[src/rtl/replay_pkg.sv]
// Shared constants and state encoding for the sample replay controller and its memory.
package replay_pkg;

  localparam int ADDR_WIDTH = 17;
  localparam int DATA_WIDTH = 16;

  typedef enum logic [1:0] {
    ST_IDLE   = 2'd0,
    ST_RECORD = 2'd1,
    ST_PLAY   = 2'd2
  } state_t;

endpackage

[src/rtl/replay_controller.sv]
// Record/playback sequencer driving an external dual-port sample memory:
// port A records live samples, port B plays them back with a 2-cycle output latency.
module replay_controller #(
  parameter int ADDR_WIDTH = replay_pkg::ADDR_WIDTH,
  parameter int DATA_WIDTH = replay_pkg::DATA_WIDTH
) (
  input  logic                         clk,
  input  logic                         rst,
  input  logic                         sample_valid,
  input  logic signed [DATA_WIDTH-1:0] sample_in,
  input  logic                         rec_start,
  input  logic                         rec_stop,
  input  logic                         play_start,
  input  logic                         play_stop,
  input  logic                         loop_en,
  output logic        [ADDR_WIDTH-1:0] addr_a,
  output logic        [DATA_WIDTH-1:0] data_in_a,
  output logic                         write_enable_a,
  output logic                         read_enable_a,
  output logic        [ADDR_WIDTH-1:0] addr_b,
  output logic                         read_enable_b,
  input  logic signed [DATA_WIDTH-1:0] data_out_b,
  output logic signed [DATA_WIDTH-1:0] sample_out,
  output logic                         sample_out_valid,
  output logic        [1:0]            state,
  output logic        [ADDR_WIDTH:0]   rec_len,
  output logic                         full
);

  import replay_pkg::*;

  localparam logic [ADDR_WIDTH:0]   CAPACITY  = {1'b1, {ADDR_WIDTH{1'b0}}};
  localparam logic [ADDR_WIDTH-1:0] LAST_ADDR = '1;

  state_t                         r_state;
  state_t                         w_next;

  logic        [ADDR_WIDTH-1:0]   r_wr_ptr;
  logic        [ADDR_WIDTH-1:0]   r_rd_ptr;
  logic        [ADDR_WIDTH:0]     r_rec_len;
  logic                           r_full;
  logic signed [DATA_WIDTH-1:0]   r_sample_out;
  logic                           r_out_valid;
  logic                           r_pend;
  logic                           r_pend_last;
  logic                           r_out_last;
  logic                           r_drain;

  logic                           w_we;
  logic                           w_re;
  logic                           w_wr_last;
  logic                           w_rd_last;
  logic        [ADDR_WIDTH:0]     w_wr_cnt;
  logic                           w_enter_idle;

  assign w_wr_last    = (r_wr_ptr == LAST_ADDR);
  assign w_rd_last    = ({1'b0, r_rd_ptr} == (r_rec_len - (ADDR_WIDTH+1)'(1)));
  assign w_wr_cnt     = {1'b0, r_wr_ptr} + {{ADDR_WIDTH{1'b0}}, w_we};
  assign w_enter_idle = (r_state != ST_IDLE) && (w_next == ST_IDLE);

  // State register
  always_ff @(posedge clk) begin
    if (rst) r_state <= ST_IDLE;
    else     r_state <= w_next;
  end

  // Next-state logic
  always_comb begin
    w_next = r_state;
    case (r_state)
      ST_IDLE: begin
        if (rec_start)                         w_next = ST_RECORD;
        else if (play_start && r_rec_len != '0) w_next = ST_PLAY;
      end
      ST_RECORD: begin
        if (rec_stop || (w_we && w_wr_last))   w_next = ST_IDLE;
      end
      ST_PLAY: begin
        if (play_stop || r_out_last)           w_next = ST_IDLE;
      end
      default:                                 w_next = ST_IDLE;
    endcase
  end

  // Memory-port outputs; once a non-looping playback has issued its final read,
  // further strobes are not turned into reads while the last sample drains.
  always_comb begin
    w_we      = 1'b0;
    w_re      = 1'b0;
    addr_a    = '0;
    data_in_a = '0;
    addr_b    = '0;
    case (r_state)
      ST_RECORD: begin
        w_we      = sample_valid;
        addr_a    = r_wr_ptr;
        data_in_a = sample_in;
      end
      ST_PLAY: begin
        w_re   = sample_valid && !r_drain;
        addr_b = r_rd_ptr;
      end
      default: ;
    endcase
  end

  // Datapath: pointers, recording length and the two-stage playback pipeline
  always_ff @(posedge clk) begin
    if (rst) begin
      r_wr_ptr     <= '0;
      r_rd_ptr     <= '0;
      r_rec_len    <= '0;
      r_full       <= 1'b0;
      r_sample_out <= '0;
      r_out_valid  <= 1'b0;
      r_pend       <= 1'b0;
      r_pend_last  <= 1'b0;
      r_out_last   <= 1'b0;
      r_drain      <= 1'b0;
    end else begin
      if (r_state == ST_IDLE && w_next == ST_RECORD) begin
        r_wr_ptr  <= '0;
        r_rec_len <= '0;
        r_full    <= 1'b0;
      end
      if (r_state == ST_IDLE && w_next == ST_PLAY) begin
        r_rd_ptr <= '0;
        r_drain  <= 1'b0;
      end

      if (w_we) begin
        if (w_wr_last) begin
          r_rec_len <= CAPACITY;
          r_full    <= 1'b1;
        end else begin
          r_wr_ptr  <= r_wr_ptr + 1'b1;
        end
      end
      if (r_state == ST_RECORD && rec_stop) r_rec_len <= w_wr_cnt;

      if (w_re) begin
        if (!w_rd_last)   r_rd_ptr <= r_rd_ptr + 1'b1;
        else if (loop_en) r_rd_ptr <= '0;
        else              r_drain  <= 1'b1;
      end
      r_pend      <= w_re;
      r_pend_last <= w_re && w_rd_last && !loop_en;

      r_out_valid <= r_pend;
      r_out_last  <= r_pend && r_pend_last;
      if (r_pend) r_sample_out <= data_out_b;

      // Leaving RECORD/PLAY silences the output and drops any read still in flight
      if (w_enter_idle) begin
        r_sample_out <= '0;
        r_out_valid  <= 1'b0;
        r_pend       <= 1'b0;
        r_pend_last  <= 1'b0;
        r_out_last   <= 1'b0;
        r_drain      <= 1'b0;
      end
    end
  end

  assign write_enable_a   = w_we;
  assign read_enable_a    = 1'b0;
  assign read_enable_b    = w_re;
  assign sample_out       = r_sample_out;
  assign sample_out_valid = r_out_valid;
  assign state            = r_state;
  assign rec_len          = r_rec_len;
  assign full             = r_full;

endmodule

[config.mk]
export PLATFORM = sky130hd
export DESIGN_NAME = replay_controller
export DESIGN_NICKNAME = d
export VERILOG_FILES = /design/src/rtl/replay_pkg.sv /design/src/rtl/replay_controller.sv
export SDC_FILE = /design/constraint.sdc
export NUM_CORES = 1
export LEC_CHECK = 0
export ABC_AREA = 1
export CAP_MARGIN = 20
export CORE_MARGIN = 2
export CORE_UTILIZATION = 40
export CTS_CLUSTER_SIZE = 24
export DETAILED_ROUTE_END_ITERATION = 8
export HOLD_SLACK_MARGIN = 0.06
export PLACE_DENSITY = 0.67
export SLEW_MARGIN = 20
export SYNTH_ARGS = -nofsm -noshare
export SYNTH_HDL_FRONTEND = slang
export SYNTH_SLANG_ARGS = --single-unit
[constraint.sdc]
create_clock -name clk -period 5.4 [get_ports clk]
set_clock_uncertainty 0.05 [all_clocks]
set_input_delay 1.62 -clock clk [delete_from_list [all_inputs] [get_ports clk]]
set_output_delay 1.62 -clock clk [all_outputs]
set_load 0.03 [all_outputs]
# Word-level counts from Yosys, hierarchy flattened

Index checks and enable logic that the tools add are counted.

Flip-flop bits (word level): 76
Bits of input ports: 40
Output and inout port bits: 91
Logic and storage cells: 68

Add/subtract/negate cells: 4
Equality and inequality tests: 6
Muxes and demuxes: 28
Reduce and logical (&&, ||, !) cells: 19

Operators by type and width:

| kind                                                | number |
|---|---|
| 2-to-1 mux 17 bit                                   | 9 |
| 2-to-1 mux 18 bit                                   | 4 |
| adder 17 x 1 -> 17 bit, second input constant       | 2 |
| adder 17 x 1 -> 18 bit                              | 1 |
| equality test 17 x 18 -> 1 bit                      | 1 |
| nonzero test 18 bit                                 | 1 |
| subtractor 18 x 1 -> 18 bit, second input constant  | 1 |
| equality test 17 bit, second input constant         | 1 |
| 2-to-1 mux 16 bit                                   | 1 |
| logical AND 1 bit                                   | 10 |
| 2-to-1 mux 1 bit                                    | 9 |
| 2-to-1 mux 2 bit                                    | 4 |
| one-hot mux 2 bit (3 select lines)                  | 1 |
| equality test 2 x 1 -> 1 bit, second input constant | 2 |
| equality test 2 bit, second input constant          | 2 |
| zero test 2 bit                                     | 2 |
| zero test 1 bit                                     | 2 |
| logical OR 1 bit                                    | 2 |
| nonzero test 2 bit                                  | 1 |
| OR reduction 2 bit                                  | 1 |

# Depth between registers and ports, before layout

Gate-level depths: netlist (run 1).

Depth in word-level cells: 12
Mapped depth: 17
Gate-level depth less buffers: 17

# Worst setup path after synthesis (run 1)

OpenSTA, ideal clock, no wires.

Path type: input port to output port
From: input sample_valid
To: output read_enable_b
Data arrival time: 2518 ps
Data required time: 3730 ps
Slack: 1212 ps
Stages on the path: 3
Buffers on the path: 1
Path through: nand3_1 -> inv_1 -> clkbuf_1

Word-level cells in the longest chain between the ends: 2

Ends and longest elaborated chain:

| item              | line                     | text |
|---|---|---|
| start, declared   | replay_controller.sv:9   | `input logic sample_valid,` |
| logical AND 1 bit | replay_controller.sv:100 | `w_re = sample_valid && !r_drain;` |
| 2-to-1 mux 1 bit  | replay_controller.sv:93  | `case (r_state)` |
| end, declared     | replay_controller.sv:21  | `output logic read_enable_b,` |

No other way between the ends.

# Worst setup path after layout (run 1)

From: input sample_valid
To: output write_enable_a

Word-level cells in the longest chain between the ends: 1

Ends and longest elaborated chain:

| item             | line                    | text |
|---|---|---|
| 2-to-1 mux 1 bit | replay_controller.sv:93 |  |
| end, declared    | replay_controller.sv:18 | `output logic write_enable_a,` |

No other way between the ends.

==> PnR_summary.wiki, run 1 <==
{| class="wikitable"
! Metric !! Value
|-
| Layout-stage area growth over the synthesis result || 34.3%
|-
| Final HPWL from detailed placement || 12.3 mm
|-
| Crit path launch || sample_valid
|-
| Final Util || 54.9%
|-
| Tcrit/Tclk final || 87.7%
|-
| Overall global routing resource usage || 23.2%
|-
| Post-route DRC violation count || 0
|-
| Fraction of the yosys area taken by sequential cells || 29.5%
|-
| I/O pin count || 131
|-
| Die width || 118 um
|-
| Hold buffers post-CTS || 0
|-
| Total nets after synthesis || 896
|-
| Leading cell type in the layout, fill and taps excluded || nand2_1
|-
| Post-CTS Setup Repair Bufs || 0
|-
| Number of diodes added for antenna fixing || 0
|-
| Overflow left after global routing || 0
|-
| Hold/Removal Path Class || flip-flop to flip-flop
|-
| Worst reg2reg setup slack || 2.30 ns
|-
| Synth cell types || 44
|-
| Nature of the critical path startpoint || input port
|-
| Arrival time of the worst setup path || 3.07 ns
|-
| Deepest level of the CTS H-tree || 3
|-
| Clock tree buffer depth || 2
|-
| Worst flop-to-flop path startpoint || r_wr_ptr[0]
|-
| Routed wire length || 16.0 mm
|-
| Average footprint of a synthesized cell || 6.08 um2
|-
| P per Cell Area || 200 mW/mm2
|-
| Cts bufs inserted || 9
|-
| Die Footprint || 0.0138 mm2
|-
| Kind of end point of the critical path || primary output
|-
| Pleak || 0.00282 uW
|-
| Number of antenna violations at the first check in global routing || 0
|-
| Number of synthesis warnings || 0
|-
| Die Span Y || 118 um
|-
| Core Footprint || 0.0126 mm2
|-
| Filler Cell Count || 1,312
|-
| Number of storage elements in the synthesis netlist || 76
|-
| Non-filler cells in the finished layout || 1,144
|-
| Net total in the final layout || 1,014
|-
| Flip-flop cell with the highest count after synthesis || dfxtp_1
|-
| Detailed Route Iter0 Violations || 362
|-
| Post-detailed-route count of antenna-violating nets || 0
|-
| Worst-margin pin slew || 0.852 ns
|-
| Async SR Flop Fraction || 0%
|-
| Root buffer selected by CTS || clkbuf_16
|-
| Number of max-slew violations in the final report || 0
|-
| Source of the worst hold timing path || r_pend_last
|-
| Via Count || 5,707
|-
| Count of flip-flops with a built-in enable after synthesis || 0
|-
| RSZ-0062 raised after global routing || no
|-
| First-pass iteration count of the detailed router || 5
|-
| Placement row count || 41
|-
| Source-to-sink clock delay at the later pin of the worst-skew pair || 0.33 ns
|-
| Average wire length per cell after detail routing || 14.0 um
|-
| Via count of the first global-routing pass || 5,329
|-
| # placed instances || 1,128
|-
| VDD IR-drop max || 0.142 mV
|-
| Gate Count Post-Synth || 849
|-
| Final hold vios || 0
|-
| Critical setup path kind || input port to primary output
|-
| Largest net degree at the start of global routing || 40
|-
| Post-route setup TNS || 0 ns
|-
| Worst max-slew margin expressed relative to the limit || 42.9%
|-
| Clock tree from TritonCTS || done
|-
| Fraction of layout cells with a size suffix above 1 || 5.66%
|-
| Final weighted congestion in routability-driven placement || 0.922
|-
| Effective utilization at floorplan || 40.9%
|-
| Minimum clock period after layout || 4.74 ns
|-
| Reg clk slew, reported paths || 0.06 ns
|-
| Post-CTS resize count || 0
|-
| Status || completed
|-
| Post-synthesis cell area || 0.00516 mm2
|-
| Final count of negative-setup-slack endpoints || 0
|-
| Number of port buffers || 129
|-
| Post-DR vias/cell || 4.99
|-
| First-pass GRT wire length || 26.4 mm
|-
| Critical Path Fanout Max || 3
|-
| # Max-Cap Violations || 0
|-
| Clock tree sinks || 76
|-
| Required @ worst endpoint || 3.73 ns
|-
| Commonest cells after routing, fill and taps aside || nand2_1, nor2_1, clkdlybuf4s50_1
|-
| Fmax || 211 MHz
|}
power breakdown:
group	internal [uW]	total, uW	switching (uW)
registers	565	569	4.74
logic	58.1	144	85.5
clock network	443	671	228
routing by layer:
| metal | part of all wire, % | GRT usage, % | vias to the layer above |
|---|---|---|---|
| met5 | 0 | 0 | - |
| met4 | 1.5 | 6.33 | 0 |
| met3 | 5.8 | 3.83 | 21 |
| met2 | 48 | 40.7 | 180 |
| met1 | 44 | 29.4 | 2551 |
| li1 | - | - | 2955 |
path summary, 6_finish.rpt:
| check | to | cells past startpoint |
|---|---|---|
| worst max-delay path | write_enable_a | 4 |
| worst min-delay path | r_out_last | 2 |
| worst max register to register | sample_out[12] | 15 |
| worst min register to register | r_out_last | 2 |
through the flow:
step | hold WS [ns] | setup slack (ns) | total power [uW] | area, um2
floorplan | 0.360 | 1.21 | 660 | 5160
global placement | 0.384 | 0.662 | 724 | 6590
detailed placement | 0.378 | 0.652 | 726 | 6590
CTS | 0.398 | 0.651 | 1400 | 6930
global route | 0.419 | 0.569 | 1430 | 6930
finish | 0.396 | 0.663 | 1380 | 6930
state kept, by name, summed over array words and instances, names as in the netlist:
signal / count
rec_len: 18
r_rd_ptr: 17
r_wr_ptr: 17
sample_out: 16
state: 2
full: 1
r_drain: 1
r_out_last: 1
r_pend: 1
r_pend_last: 1
sample_out_valid: 1
cell type report:
class / instances / area, um2 / share of cell area (%)
clock buffers: 13 / 270 / 3.90
clock inverters: 3 / 67.6 / 0.975
inverters: 118 / 443 / 6.39
multi-input cells: 626 / 3070 / 44.3
flip-flops and latches: 76 / 1520 / 22.0
well taps: 172 / 215 / 3.11
repair buffers: 136 / 1340 / 19.4
cells in the mapped netlist (2+ instances only):
library cell	instances	area [um2]
nand2_1	203	762
nor2_1	135	507
inv_1	110	413
nand3_1	85	425
dfxtp_1	76	1520
a21oi_1	64	320
o21ai_0	24	120
nor3_1	22	110
clkbuf_1	21	78.8
xor2_1	19	166
ha_1	7	87.6
nand2_2	6	37.5
nand4_1	6	37.5
nor2_2	6	37.5
buf_2	5	25.0
inv_2	5	18.8
nor2_4	5	56.3
o21ai_1	5	25.0
a31oi_1	3	18.8
a32oi_1	3	26.3
clkinv_1	3	11.3
nand2_4	3	33.8
nor2_8	3	60.1
xnor2_1	3	26.3
a2111oi_0	2	17.5
a22oi_1	2	15.0
a311oi_1	2	17.5
nand3_2	2	20.0
nand3_4	2	35.0
nor4_1	2	12.5
o311ai_0	2	17.5
cell families (layout without fill, tap and decap cells):
logic type,after synthesis,count (layout),share of synthesized area [%]
simple gates,485,485,42.1
buf+inv,147,270,11.0
compound gates,111,111,11.8
flops,76,76,29.5
xor+xnor,22,22,3.73
fa+ha+maj,7,7,1.70
other cells,1,1,0.0727
critical path, stage by stage:
cell	delay, ns
clkdlybuf4s50_1	0.49
nand2_1	0.12
inv_1	0.15
clkdlybuf4s50_1	0.68
Power figures use the tool's default switching activity.
==> inputs of run 2 (changes only) <==
Settings changed: ABC_AREA 1 to 0, PLACE_DENSITY 0.67 to 0.69.
==> PnR_summary.wiki, run 2 <==
{| class="wikitable"
! Metric !! Value
|-
| Status || completed (unchanged)
|-
| Post-route DRC violation count || 0 (unchanged)
|-
| Post-detailed-route count of antenna-violating nets || 0 (unchanged)
|-
| Post-CTS resize count || 0 (unchanged)
|-
| Clock tree buffer depth || 2 (unchanged)
|-
| Required @ worst endpoint || 3.73 ns (about the same)
|-
| Final weighted congestion in routability-driven placement || 0.878 (was 0.922)
|-
| Critical setup path kind || input port to primary output (unchanged)
|-
| Hold/Removal Path Class || flip-flop to flip-flop (unchanged)
|-
| Post-synthesis share of cell area spent on and, or, nand and nor gates || 31.6% (was 42.1%)
|-
| Fraction of the yosys area taken by sequential cells || 32.5% (was 29.5%)
|-
| Layout-stage area growth over the synthesis result || 34.9% (was 34.3%)
|-
| Placement row count || 39 (was 41)
|-
| Largest area contributor in the synthesized netlist || dfxtp_1 (unchanged)
|-
| Final hold vios || 0 (unchanged)
|-
| P per Cell Area || 212 mW/mm2 (was 200 mW/mm2)
|-
| Commonest cells after routing, fill and taps aside || clkdlybuf4s50_1, dfxtp_1, nor2_1 (was nand2_1, nor2_1, clkdlybuf4s50_1)
|-
| First-pass GRT wire length || 22.2 mm (was 26.4 mm)
|-
| Core Footprint || 0.0114 mm2 (was 0.0126 mm2)
|-
| Number of flip-flops under the largest register name || 18 (unchanged)
|-
| # Max-Cap Violations || 0 (unchanged)
|-
| Minimum clock period after layout || 4.86 ns (was 4.74 ns)
|-
| Worst flop-to-flop path startpoint || state[0] (was r_wr_ptr[0])
|-
| Deepest level of the CTS H-tree || 3 (unchanged)
|-
| Average footprint of a synthesized cell || 8.01 um2 (was 6.08 um2)
|-
| Detailed Route Iter0 Violations || 185 (was 362)
|-
| End of the worst register-to-register path || rec_len[14] (was sample_out[12])
|-
| Arrival time of the worst setup path || 3.19 ns (was 3.07 ns)
|-
| Root buffer selected by CTS || clkbuf_16 (unchanged)
|-
| Async SR Flop Fraction || 0% (unchanged)
|-
| Post-CTS Setup Repair Bufs || 0 (unchanged)
|-
| Wire length on met3 || 682 um (was 920 um)
|-
| Number of diodes added for antenna fixing || 0 (unchanged)
|-
| Routed wire length || 13.2 mm (was 16.0 mm)
|-
| Worst hold stages || 1 (was 2)
|-
| Effective utilization at floorplan || 41.1% (was 40.9%)
|-
| Number of port buffers || 129 (unchanged)
|-
| Post-synthesis cell area || 0.00469 mm2 (was 0.00516 mm2)
|-
| Worst-margin pin slew || 0.999 ns (was 0.852 ns)
|-
| WL met1 || 5.62 mm (was 7.09 mm)
|-
| Via Count || 4,557 (was 5,707)
|-
| Number of synthesis warnings || 0 (unchanged)
|-
| Number of storage elements in the synthesis netlist || 76 (unchanged)
|-
| Clock tree from TritonCTS || done (unchanged)
|-
| # placed instances || 819 (was 1,128)
|-
| Highest metal used || met4 (unchanged)
|-
| End of the worst hold path || r_out_last (unchanged)
|-
| Critical Path Fanout Max || 6 (was 3)
|-
| Instance area after placement || 0.00600 mm2 (was 0.00659 mm2)
|-
| Routed met2 length || 6.67 mm (was 7.73 mm)
|-
| Worst max-slew margin expressed relative to the limit || 33.1% (was 42.9%)
|-
| Cell-by-cell listing of the critical path || clkdlybuf4s50_1 > and2_1 > clkdlybuf4s50_1 (was clkdlybuf4s50_1 > nand2_1 > inv_1 > clkdlybuf4s50_1)
|-
| Worst-case reg-to-reg path depth || 10 (was 15)
|-
| Hold buffers post-CTS || 0 (unchanged)
|-
| Final count of negative-setup-slack endpoints || 0 (unchanged)
|-
| Source of the worst hold timing path || r_pend_last (unchanged)
|-
| Overall global routing resource usage || 21.3% (was 23.2%)
|-
| Fraction of layout cells with a size suffix above 1 || 7.66% (was 5.66%)
|-
| CP dominant cell by count || clkdlybuf4s50_1 (unchanged)
|-
| Largest delay contributor family on the critical path || buffers and inverters (unchanged)
|-
| Average wire length per cell after detail routing || 15.8 um (was 14.0 um)
|-
| Nature of the critical path startpoint || input port (unchanged)
|-
| Final HPWL from detailed placement || 9.82 mm (was 12.3 mm)
|-
| I/O pin count || 131 (unchanged)
|-
| Dominant combinational cell family by area after synthesis || simple AND/OR/NAND/NOR gates (unchanged)
|-
| Largest net degree at the start of global routing || 43 (was 40)
|-
| Die Span Y || 112 um (was 118 um)
|-
| Non-filler cells in the finished layout || 835 (was 1,144)
|-
| Leading cell type in the layout, fill and taps excluded || clkdlybuf4s50_1 (was nand2_1)
|-
| Kind of end point of the critical path || primary output (unchanged)
|-
| Die width || 112 um (was 118 um)
|-
| First-pass iteration count of the detailed router || 5 (unchanged)
|-
| Standard cell with the maximum stage delay on the critical path || clkdlybuf4s50_1 (unchanged)
|-
| Fmax || 206 MHz (was 211 MHz)
|-
| Cts bufs inserted || 9 (unchanged)
|-
| Clock tree sinks || 76 (unchanged)
|-
| Parity-gate share of the synthesized area counting xor and xnor cells || 6.73% (was 3.73%)
|-
| Area fraction of the dominant cell type after synthesis || 32.5% (was 29.5%)
|-
| Synth area leaders || dfxtp_1, and2_1, nor2_1, mux2i_1, nand2_1 (was dfxtp_1, nand2_1, nor2_1, nand3_1, inv_1)
|-
| Number of max-slew violations in the final report || 0 (unchanged)
|-
| Tcrit/Tclk final || 90.1% (was 87.7%)
|-
| RSZ-0062 raised after global routing || no (unchanged)
|-
| Post-route design area || 0.00632 mm2 (was 0.00693 mm2)
|-
| VDD IR-drop max || 0.136 mV (was 0.142 mV)
|-
| Cell with the most instances after synthesis || dfxtp_1 (was nand2_1)
|-
| Reg clk slew, reported paths || 0.06 ns (about the same)
|-
| Source-to-sink clock delay at the later pin of the worst-skew pair || 0.34 ns (was 0.33 ns)
|-
| Gate Count Post-Synth || 585 (was 849)
|-
| Compound-Gate Fraction of Synth Area || 16.9% (was 11.8%)
|-
| Synth cell types || 71 (was 44)
|-
| Number of antenna violations at the first check in global routing || 0 (unchanged)
|-
| Worst reg2reg setup slack || 2.06 ns (was 2.30 ns)
|-
| Flip-flop cell with the highest count after synthesis || dfxtp_1 (unchanged)
|-
| Net total in the final layout || 734 (was 1,014)
|-
| Count of flip-flops with a built-in enable after synthesis || 0 (unchanged)
|-
| Overflow left after global routing || 0 (unchanged)
|-
| Filler Cell Count || 1,068 (was 1,312)
|-
| Delay of the slowest critical-path stage || 0.74 ns (was 0.68 ns)
|-
| Most frequent cells after synthesis || dfxtp_1, nor2_1, and2_1, nand2_1, clkbuf_1 (was nand2_1, nor2_1, inv_1, nand3_1, dfxtp_1)
|-
| Critical path buffers and inverters || 2 (was 3)
|-
| Adder-cell area share of the yosys netlist || 1.87% (was 1.70%)
|-
| Total nets after synthesis || 632 (was 896)
|-
| Die Footprint || 0.0126 mm2 (was 0.0138 mm2)
|-
| Post-DR vias/cell || 5.46 (was 4.99)
|-
| Via count of the first global-routing pass || 4,343 (was 5,329)
|-
| Post-route setup TNS || 0 ns (unchanged)
|-
| Multiplexer area fraction after synthesis || 5.02% (was 0%)
|-
| Pleak || 0.00234 uW (was 0.00282 uW)
|}
run 2: cell types whose count changed in the layout (fill, tap and decap cells not counted), sizes merged, moves of 18 or more:
| cell | delta |
|---|---|
| nand2 | -166 |
| a22oi | +18 |
| inv | -102 |
| nor2 | -77 |
| nand3 | -67 |
| mux2i | +19 |
| and2 | +55 |
| a21oi | -44 |
run 2: final cells by class:
cell class	count	area (um2)	share of cell area, %
inverters	11	41.3	0.653
multi-input cells	454	2920	46.2
repair buffers	135	1340	21.1
clock buffers	10	229	3.62
flip-flops and latches	76	1520	24.1
clock inverters	6	96.3	1.52
well taps	143	179	2.83
run 2: per-stage QoR:
| step | power (uW) | setup WS [ns] | hold WS (ns) | util (%) |
|---|---|---|---|---|
| final | 1340 | 0.537 | 0.394 | 55.4 |
| after floorplan | 632 | 1.63 | 0.356 | - |
| after global routing | 1380 | 0.522 | 0.422 | 55.4 |
| after CTS | 1350 | 0.566 | 0.397 | 55.4 |
| after global placement | 685 | 0.592 | 0.384 | 52.5 |
| after detailed placement | 687 | 0.582 | 0.371 | 52.5 |
run 2: worst max-delay path by stage:
| stage | slack [ns] | cells past startpoint | startpoint | endpoint |
|---|---|---|---|---|
| 2_1_floorplan | 1.63 | 2 | sample_valid | write_enable_a |
| 3_3_place_gp | 0.59 | 3 | sample_valid | write_enable_a |
| 3_5_place_dp | 0.58 | 3 | sample_valid | write_enable_a |
| 4_1_cts | 0.57 | 3 | sample_valid | write_enable_a |
| 5_1_grt | 0.52 | 3 | sample_valid | write_enable_a |
| 6_report | 0.54 | 3 | sample_valid | write_enable_a |
run 2: logic make-up (layout without fill, tap and decap cells):
logic type               after synthesis  after routing
buffers and inverters                 55            162
flip-flops                            76             76
AND/OR/NAND/NOR                      276            276
XOR/XNOR                              36             36
adder cells (fa/ha/maj)                7              7
AO/OA/AOI/OAI                        111            111
other                                  1              1
multiplexers                          23             23
run 2: power breakdown:
| group | total, uW | switching, uW | internal (uW) | leakage [uW] |
|---|---|---|---|---|
| Clock | 666 | 255 | 411 | 0.000155 |
| Combinational | 110 | 60.1 | 50.3 | 0.00157 |
| Sequential | 563 | 1.86 | 562 | 0.000612 |
run 2: layer usage:
metal,GRT usage (%),vias to the layer above
met5,0,-
met4,5.77,0
met3,4.05,17
met2,36.3,132
met1,27.7,2134
li1,-,2274
run 2: worst reg2reg max path, cell delays in order, from the launching register on:
cell and delay [ns]:
dfxtp_1 0.39, nor2b_2 0.83, and2_1 0.38, ha_1 0.25, ha_1 0.22, nand3_1 0.13, or2_2 0.36, nor3_1 0.25
xor2_1 0.21, a22oi_1 0.09, nor2_1 0.12
